File: src/rtl/song_defs_pkg.sv
// Shared note player definitions: widths, player state encoding and the
// equal-tempered phase-step reference used to build the frequency ROM.
package song_defs_pkg;

   localparam int NOTE_WIDTH      = 6;
   localparam int DURATION_WIDTH  = 6;
   localparam int NUM_NOTES       = 1 << NOTE_WIDTH;
   localparam int REF_PHASE_WIDTH = 22;
   localparam int TOP_OCTAVE      = 5;

   typedef enum logic [1:0] {
      IDLE    = 2'b00,
      LOAD    = 2'b01,
      PLAYING = 2'b10,
      DONE    = 2'b11
   } player_state_t;

   // Steps for the top octave (A6..G#7) at 48 kHz with a 22-bit phase;
   // lower octaves are exact right shifts of these.
   function automatic int unsigned top_octave_step(input int semitone);
      case (semitone)
         0:       return 32'd153791;
         1:       return 32'd162936;
         2:       return 32'd172624;
         3:       return 32'd182889;
         4:       return 32'd193764;
         5:       return 32'd205286;
         6:       return 32'd217493;
         7:       return 32'd230426;
         8:       return 32'd244128;
         9:       return 32'd258644;
         10:      return 32'd274024;
         default: return 32'd290318;
      endcase
   endfunction

   // Note 0 is a rest; note n>0 sits in octave (n-1)/12, semitone (n-1)%12.
   function automatic int unsigned note_step_ref(input int note);
      if (note <= 0)
         return 32'd0;
      return top_octave_step((note - 1) % 12) >> (TOP_OCTAVE - (note - 1) / 12);
   endfunction

endpackage

File: src/rtl/frequency_rom.sv
// Note index to phase-step lookup, 64 entries, one-cycle registered read.
// Entry 0 (rest) is zero so a rest never advances the phase.
module frequency_rom
   import song_defs_pkg::*;
#(
   parameter int PHASE_WIDTH = 22
)(
   input  logic                   clk,
   input  logic [NOTE_WIDTH-1:0]  addr,
   output logic [PHASE_WIDTH-1:0] data
);

   logic [PHASE_WIDTH-1:0] rom_mem [NUM_NOTES];
   logic [PHASE_WIDTH-1:0] data_reg;

   genvar gi;
   generate
      for (gi = 0; gi < NUM_NOTES; gi++) begin : g_rom
         localparam logic [63:0] REF_STEP = 64'(note_step_ref(gi));
         // Rescale the 22-bit reference steps to the configured phase width.
         if (PHASE_WIDTH >= REF_PHASE_WIDTH) begin : g_up
            assign rom_mem[gi] = PHASE_WIDTH'(REF_STEP << (PHASE_WIDTH - REF_PHASE_WIDTH));
         end else begin : g_dn
            assign rom_mem[gi] = PHASE_WIDTH'(REF_STEP >> (REF_PHASE_WIDTH - PHASE_WIDTH));
         end
      end
   endgenerate

   always_ff @(posedge clk) begin
      data_reg <= rom_mem[addr];
   end

   assign data = data_reg;

endmodule

File: src/rtl/note_player.sv
// One voice: latches a note, counts its duration in beats and advances a
// phase accumulator on each sample request for the downstream wave ROMs.
module note_player
   import song_defs_pkg::*;
#(
   parameter int PHASE_WIDTH = 22,
   parameter int ADDR_WIDTH  = 10
)(
   input  logic                      clk,
   input  logic                      reset,
   input  logic                      play,
   input  logic                      new_note,
   input  logic [NOTE_WIDTH-1:0]     note,
   input  logic [DURATION_WIDTH-1:0] duration,
   input  logic                      beat,
   input  logic                      generate_next_sample,
   output logic                      note_done,
   output logic [ADDR_WIDTH-1:0]     sample_addr,
   output logic                      sample_valid,
   output logic                      is_rest
);

   player_state_t             state_reg, state_next;
   logic [NOTE_WIDTH-1:0]     note_reg;
   logic [DURATION_WIDTH-1:0] duration_reg;
   logic [DURATION_WIDTH-1:0] beats_left_reg, beats_left_next;
   logic [PHASE_WIDTH-1:0]    step_reg;
   logic [PHASE_WIDTH-1:0]    phase_reg, phase_next;
   logic                      note_done_reg, note_done_next;
   logic                      sample_valid_reg;
   logic                      is_rest_reg;
   logic [NOTE_WIDTH-1:0]     rom_addr;
   logic [PHASE_WIDTH-1:0]    rom_data;

   // Address the ROM with the incoming note on the strobe cycle so the step
   // is already valid during LOAD.
   assign rom_addr = new_note ? note : note_reg;

   frequency_rom #(
      .PHASE_WIDTH (PHASE_WIDTH)
   ) u_frequency_rom (
      .clk  (clk),
      .addr (rom_addr),
      .data (rom_data)
   );

   always_comb begin
      state_next      = state_reg;
      beats_left_next = beats_left_reg;
      if (new_note) begin
         state_next = LOAD;
      end else if (play) begin
         case (state_reg)
            IDLE: state_next = IDLE;
            LOAD: begin
               if (duration_reg == '0) begin
                  state_next = DONE;
               end else begin
                  state_next      = PLAYING;
                  beats_left_next = duration_reg;
               end
            end
            PLAYING: begin
               if (beat) begin
                  if (beats_left_reg == DURATION_WIDTH'(1)) begin
                     state_next      = DONE;
                     beats_left_next = '0;
                  end else begin
                     beats_left_next = beats_left_reg - DURATION_WIDTH'(1);
                  end
               end
            end
            DONE: state_next = IDLE;
            default: state_next = IDLE;
         endcase
      end
   end

   // Only the transition into DONE pulses, so a pause while in DONE cannot repeat it.
   assign note_done_next = (state_next == DONE) && (state_reg != DONE);

   always_comb begin
      phase_next = phase_reg;
      if (play) begin
         if (new_note)
            phase_next = '0;
         else if (generate_next_sample)
            phase_next = phase_reg + step_reg;
      end
   end

   always_ff @(posedge clk or posedge reset) begin
      if (reset) begin
         state_reg        <= IDLE;
         note_reg         <= '0;
         duration_reg     <= '0;
         beats_left_reg   <= '0;
         step_reg         <= '0;
         phase_reg        <= '0;
         note_done_reg    <= 1'b0;
         sample_valid_reg <= 1'b0;
         is_rest_reg      <= 1'b1;
      end else begin
         state_reg        <= state_next;
         beats_left_reg   <= beats_left_next;
         phase_reg        <= phase_next;
         note_done_reg    <= note_done_next;
         sample_valid_reg <= play && generate_next_sample;
         if (state_reg == LOAD)
            step_reg <= rom_data;
         if (new_note) begin
            note_reg     <= note;
            duration_reg <= duration;
            is_rest_reg  <= (note == '0);
         end
      end
   end

   assign note_done    = note_done_reg;
   assign sample_valid = sample_valid_reg;
   assign is_rest      = is_rest_reg;
   assign sample_addr  = phase_reg[PHASE_WIDTH-1 -: ADDR_WIDTH];

endmodule

File: config.mk
export PLATFORM = sky130hd
export DESIGN_NAME = note_player
export DESIGN_NICKNAME = d
export VERILOG_FILES = /design/src/rtl/song_defs_pkg.sv /design/src/rtl/frequency_rom.sv /design/src/rtl/note_player.sv
export SDC_FILE = /design/constraint.sdc
export NUM_CORES = 1
export LEC_CHECK = 0
export CORE_MARGIN = 3
export CORE_UTILIZATION = 40
export DETAILED_ROUTE_END_ITERATION = 8
export MAX_ROUTING_LAYER = met4
export PLACE_DENSITY_LB_ADDON = 0.2
export SLEW_MARGIN = 40
export SYNTH_ARGS = -nofsm -noshare
export SYNTH_HDL_FRONTEND = slang
export SYNTH_SLANG_ARGS = --single-unit
File: constraint.sdc
create_clock -name clk -period 2.1 [get_ports clk]
set_input_delay 0.63 -clock clk [delete_from_list [all_inputs] [get_ports clk]]
set_output_delay 0.63 -clock clk [all_outputs]
set_load 0.01 [all_outputs]
==> metrics.txt <==
status=complete, but fails checks; failing checks=setup timing; CP startpoint kind=register; Routed WL per cell=between 15 and 20 um; Initial Utilization=41.8%; root buf cell=clkbuf_16; crit end category=register; final setup margin=-0.192 ns; # DRC=0; dpl hpwl=13300 um; DR iter-0 viols=between 300 and 400; crit path time final=about 2.3 ns; worst-margin pin slew=0.538 ns; post-synthesis compound-gate area fraction=25.7%; Clock Skews=0.0105 ns; GPL Wtd Cong=0.969; Critical Path RT=2.31 ns; Skew-Pair Late Insertion Delay=0.34 ns; Finished Layout Cells=a little under 1000; clock tree sinks=81; Vias=between 5000 and 6000; CTS tree=done; initial antenna violation count=0; Worst Path Arrival=2.50 ns; number of register bits inferred by synthesis=81; filler instances=around 1200; first-pass GRT wire length=between 20000 and 30000 um; sequential area share after synthesis=34.3%; Final Max Tran Viols=0; clock share of power=about a fifth; Final setup viols=10; R2R depth=10; Power Internal=between 0.004 and 0.005 W; grt ovf=0; # rows=42; Total Wirelength=18200 um; share of cells above drive strength 1=37.2%; hold buffers post-CTS=0; fmax=between 0.4 and 0.5 GHz; # Max-Cap Violations=0; P&R area growth vs syn=42.5%; Post-synth EDFFs=0; core box area=roughly 14000 sq um; Hold EP=step_reg[1]; worst relative slew slack=63.7%; final core occ=around three fifths; Nets=around 840; Avg Inst Size Synth=8.66 sq um; Fin. Hold Viols=0; hold_ws=between 0.4 and 0.5 ns; unrepaired setup endpoints after global routing=true; Max rail drop VDD=around 0.00044 V; TritonRoute pass-1 iters=5; I/O pin count=31; crit share post-route=109%; critical hold path startpoint=u_frequency_rom.data[1]; Final Power=0.00790 W; IO buf count=30; die width=between 100 and 150 um; dpl cells=932; Largest register FFs=22; switching power=0.00305 W; kind of critical path=reg2reg; multi-input combinational cell area=between 3000 and 4000 sq um; Mapped Nets=between 700 and 800; Post-Syn Instances=about 650; most common flop cell mapped by yosys=dfrtp_1; pwr/cell area=slightly below 1000 nW/um^2; ANT nets after route=0; main combinational cell family by area after synthesis=compound AO/OA/AOI/OAI gates; post-synthesis mux area share=7.18%; die area=15600 sq um; xor/xnor cell area share of the yosys netlist=~2.2%; LEAKAGE=3.50 nW; Cells on Worst Hold Path=2; synth unique cells=75; Reg clk slew, reported paths=0.07 ns; sequential power share=~28%; Post-Synth Simple-Gate Area=between 15 and 20%; internal reg-to-reg setup slack=-0.19 ns; crit path max fanout=3; ys async rst share=between 70% and 80%; total track usage=roughly a quarter; Synth Area in Adders=between 7 and 8%; Longest Clk Path Bufs=2; Logic pwr share=a little over half; reg2reg end=phase_reg[16]; vias in the first global route=~5600; DIE HEIGHT=approximately 120 um; synthesized area=approximately 5600 sq um; Reg area=1940 sq um; yosys warns=0; worst reg2reg path startpoint=phase_reg[0]; worst min path class=reg2reg; largest net degree at the start of global routing=28; Vias/cell=between 5 and 6; n_diodes=0; Net Sw Frac=~39%; setup TNS=-0.868 ns; htree depth=3; TritonCTS buffer count=9
[stage by stage]
step	cell area (sq um)	setup WS, ns
2_1_floorplan	5850	-0.197
3_3_place_gp	7030	-1.08
3_5_place_dp	7030	-1.01
4_1_cts	7790	-0.184
5_1_grt	8050	-0.300
6_report	8050	-0.192
[synth_stat cells, drive strengths merged (2+ instances only)]
| cell type | count | share of area, % |
|---|---|---|
| buf | 30 | 4.0 |
| nor3 | 14 | 1.2 |
| xor2 | 6 | 0.93 |
| nor2b | 4 | 0.44 |
| mux2 | 18 | 3.6 |
| and3 | 2 | 0.22 |
| a2111oi | 6 | 1.1 |
| o2111ai | 3 | 0.47 |
| o22ai | 3 | 0.33 |
| nor2 | 48 | 3.6 |
| o211ai | 12 | 1.7 |
| a22o | 8 | 1.2 |
| o21bai | 3 | 0.40 |
| nand2 | 86 | 5.8 |
| o21a | 2 | 0.27 |
| a211oi | 9 | 1.2 |
| o221ai | 2 | 0.31 |
| a31oi | 9 | 1.0 |
| nand4b | 2 | 0.31 |
| nor3b | 2 | 0.27 |
| clkbuf | 24 | 1.6 |
| ha | 32 | 7.1 |
| nand3 | 11 | 0.97 |
| a221oi | 4 | 0.62 |
| a311oi | 3 | 0.47 |
| inv | 23 | 1.6 |
| dfrtp | 62 | 27 |
| a21o | 16 | 2.1 |
| xnor2 | 8 | 1.2 |
| a32oi | 2 | 0.31 |
| o311ai | 6 | 0.93 |
| mux2i | 13 | 3.2 |
| o21ai | 67 | 5.9 |
| and2 | 5 | 0.55 |
| nand2b | 9 | 1.0 |
| nand4 | 4 | 0.44 |
| o31ai | 7 | 1.2 |
| or2 | 4 | 0.44 |
| o32ai | 2 | 0.31 |
| a211o | 3 | 0.47 |
| a21oi | 43 | 3.9 |
| dfxtp | 18 | 6.4 |
| a21boi | 2 | 0.27 |
[power by group through the flow]
| stage | combinational (W) | sequential (W) | clock [W] |
|---|---|---|---|
| CTS | 0.00380 | 0.00219 | 0.00158 |
| global route | 0.00450 | 0.00224 | 0.00165 |
| floorplan | 0.00231 | 0.00210 | 0 |
| global placement | 0.00338 | 0.00219 | 0 |
| detailed placement | 0.00344 | 0.00220 | 0 |
| finish | 0.00415 | 0.00220 | 0.00155 |
[worst max-delay path: stages (launching register included)]
cell	delay [ns]
dfrtp_1	0.38
ha_2	0.20
inv_2	0.05
fa_2	0.19
and2b_2	0.24
o31ai_4	0.22
o21ai_2	0.12
o41ai_2	0.34
o21ai_1	0.16
xnor2_1	0.17
o21ai_1	0.09
[layout make-up]
class / count / share of cell area [%]
inverters: 23 / 1.32
clock inverters: 6 / 0.622
well taps: 176 / 2.74
repair buffers: 182 / 20.0
flip-flops and latches: 81 / 24.1
multi-input cells: 494 / 48.2
clock buffers: 10 / 3.11
[worst max-delay path by stage]
stage	from	endpoint	cells past startpoint
6_report	phase_reg[0]	phase_reg[16]	10
4_1_cts	phase_reg[0]	phase_reg[20]	10
5_1_grt	phase_reg[0]	phase_reg[20]	10
3_5_place_dp	new_note	u_frequency_rom.data[10]	10
3_3_place_gp	new_note	u_frequency_rom.data[10]	8
2_1_floorplan	new_note	u_frequency_rom.data[12]	10
[per-layer routing]
metal	share of wire, %	global-route usage [%]
met5	0	-
met4	3.4	9.06
met3	3.3	3.17
met2	49	39.8
met1	44	29.4
[placed cells by master (no fill, tap or decap), types with 6 or more instances in the layout]
cell type	synthesis	final
a21o_1	16	16
a21oi_1	42	33
a21oi_2	1	7
a22o_1	8	8
a31oi_1	9	6
buf_12	0	8
buf_4	12	131
buf_6	7	12
clkbuf_16	0	10
clkdlybuf4s50_1	0	24
dfrtp_1	62	62
dfxtp_1	18	18
ha_1	32	20
ha_4	0	10
inv_1	18	15
mux2_2	18	18
mux2i_1	9	7
nand2_1	85	79
nand2b_1	9	8
nand3_1	11	11
nor2_1	42	33
nor2_2	4	8
nor2_4	2	7
nor3_1	14	10
o211ai_1	11	11
o21ai_0	56	41
o21ai_1	11	23
xnor2_1	8	6
xor2_1	6	6
[kinds of logic (layout without fill, tap and decap cells)]
| family | count (synthesis) | after routing |
|---|---|---|
| AOI/OAI and AO/OA | 219 | 219 |
| xor gates and xnor gates | 14 | 14 |
| adders and majority gates | 33 | 33 |
| buffers and inverters | 77 | 221 |
| DFF | 81 | 81 |
| muxes | 32 | 32 |
| and+or+nand+nor | 196 | 196 |
[what timing repair did]
action	4_1_cts	5_1_grt
gates cloned	1	0
setup buffers	14	11
gates resized for setup	86	46
setup endpoints to repair	36	30
pin swaps	22	20
Note: power is estimated with default switching activity, not from simulation.
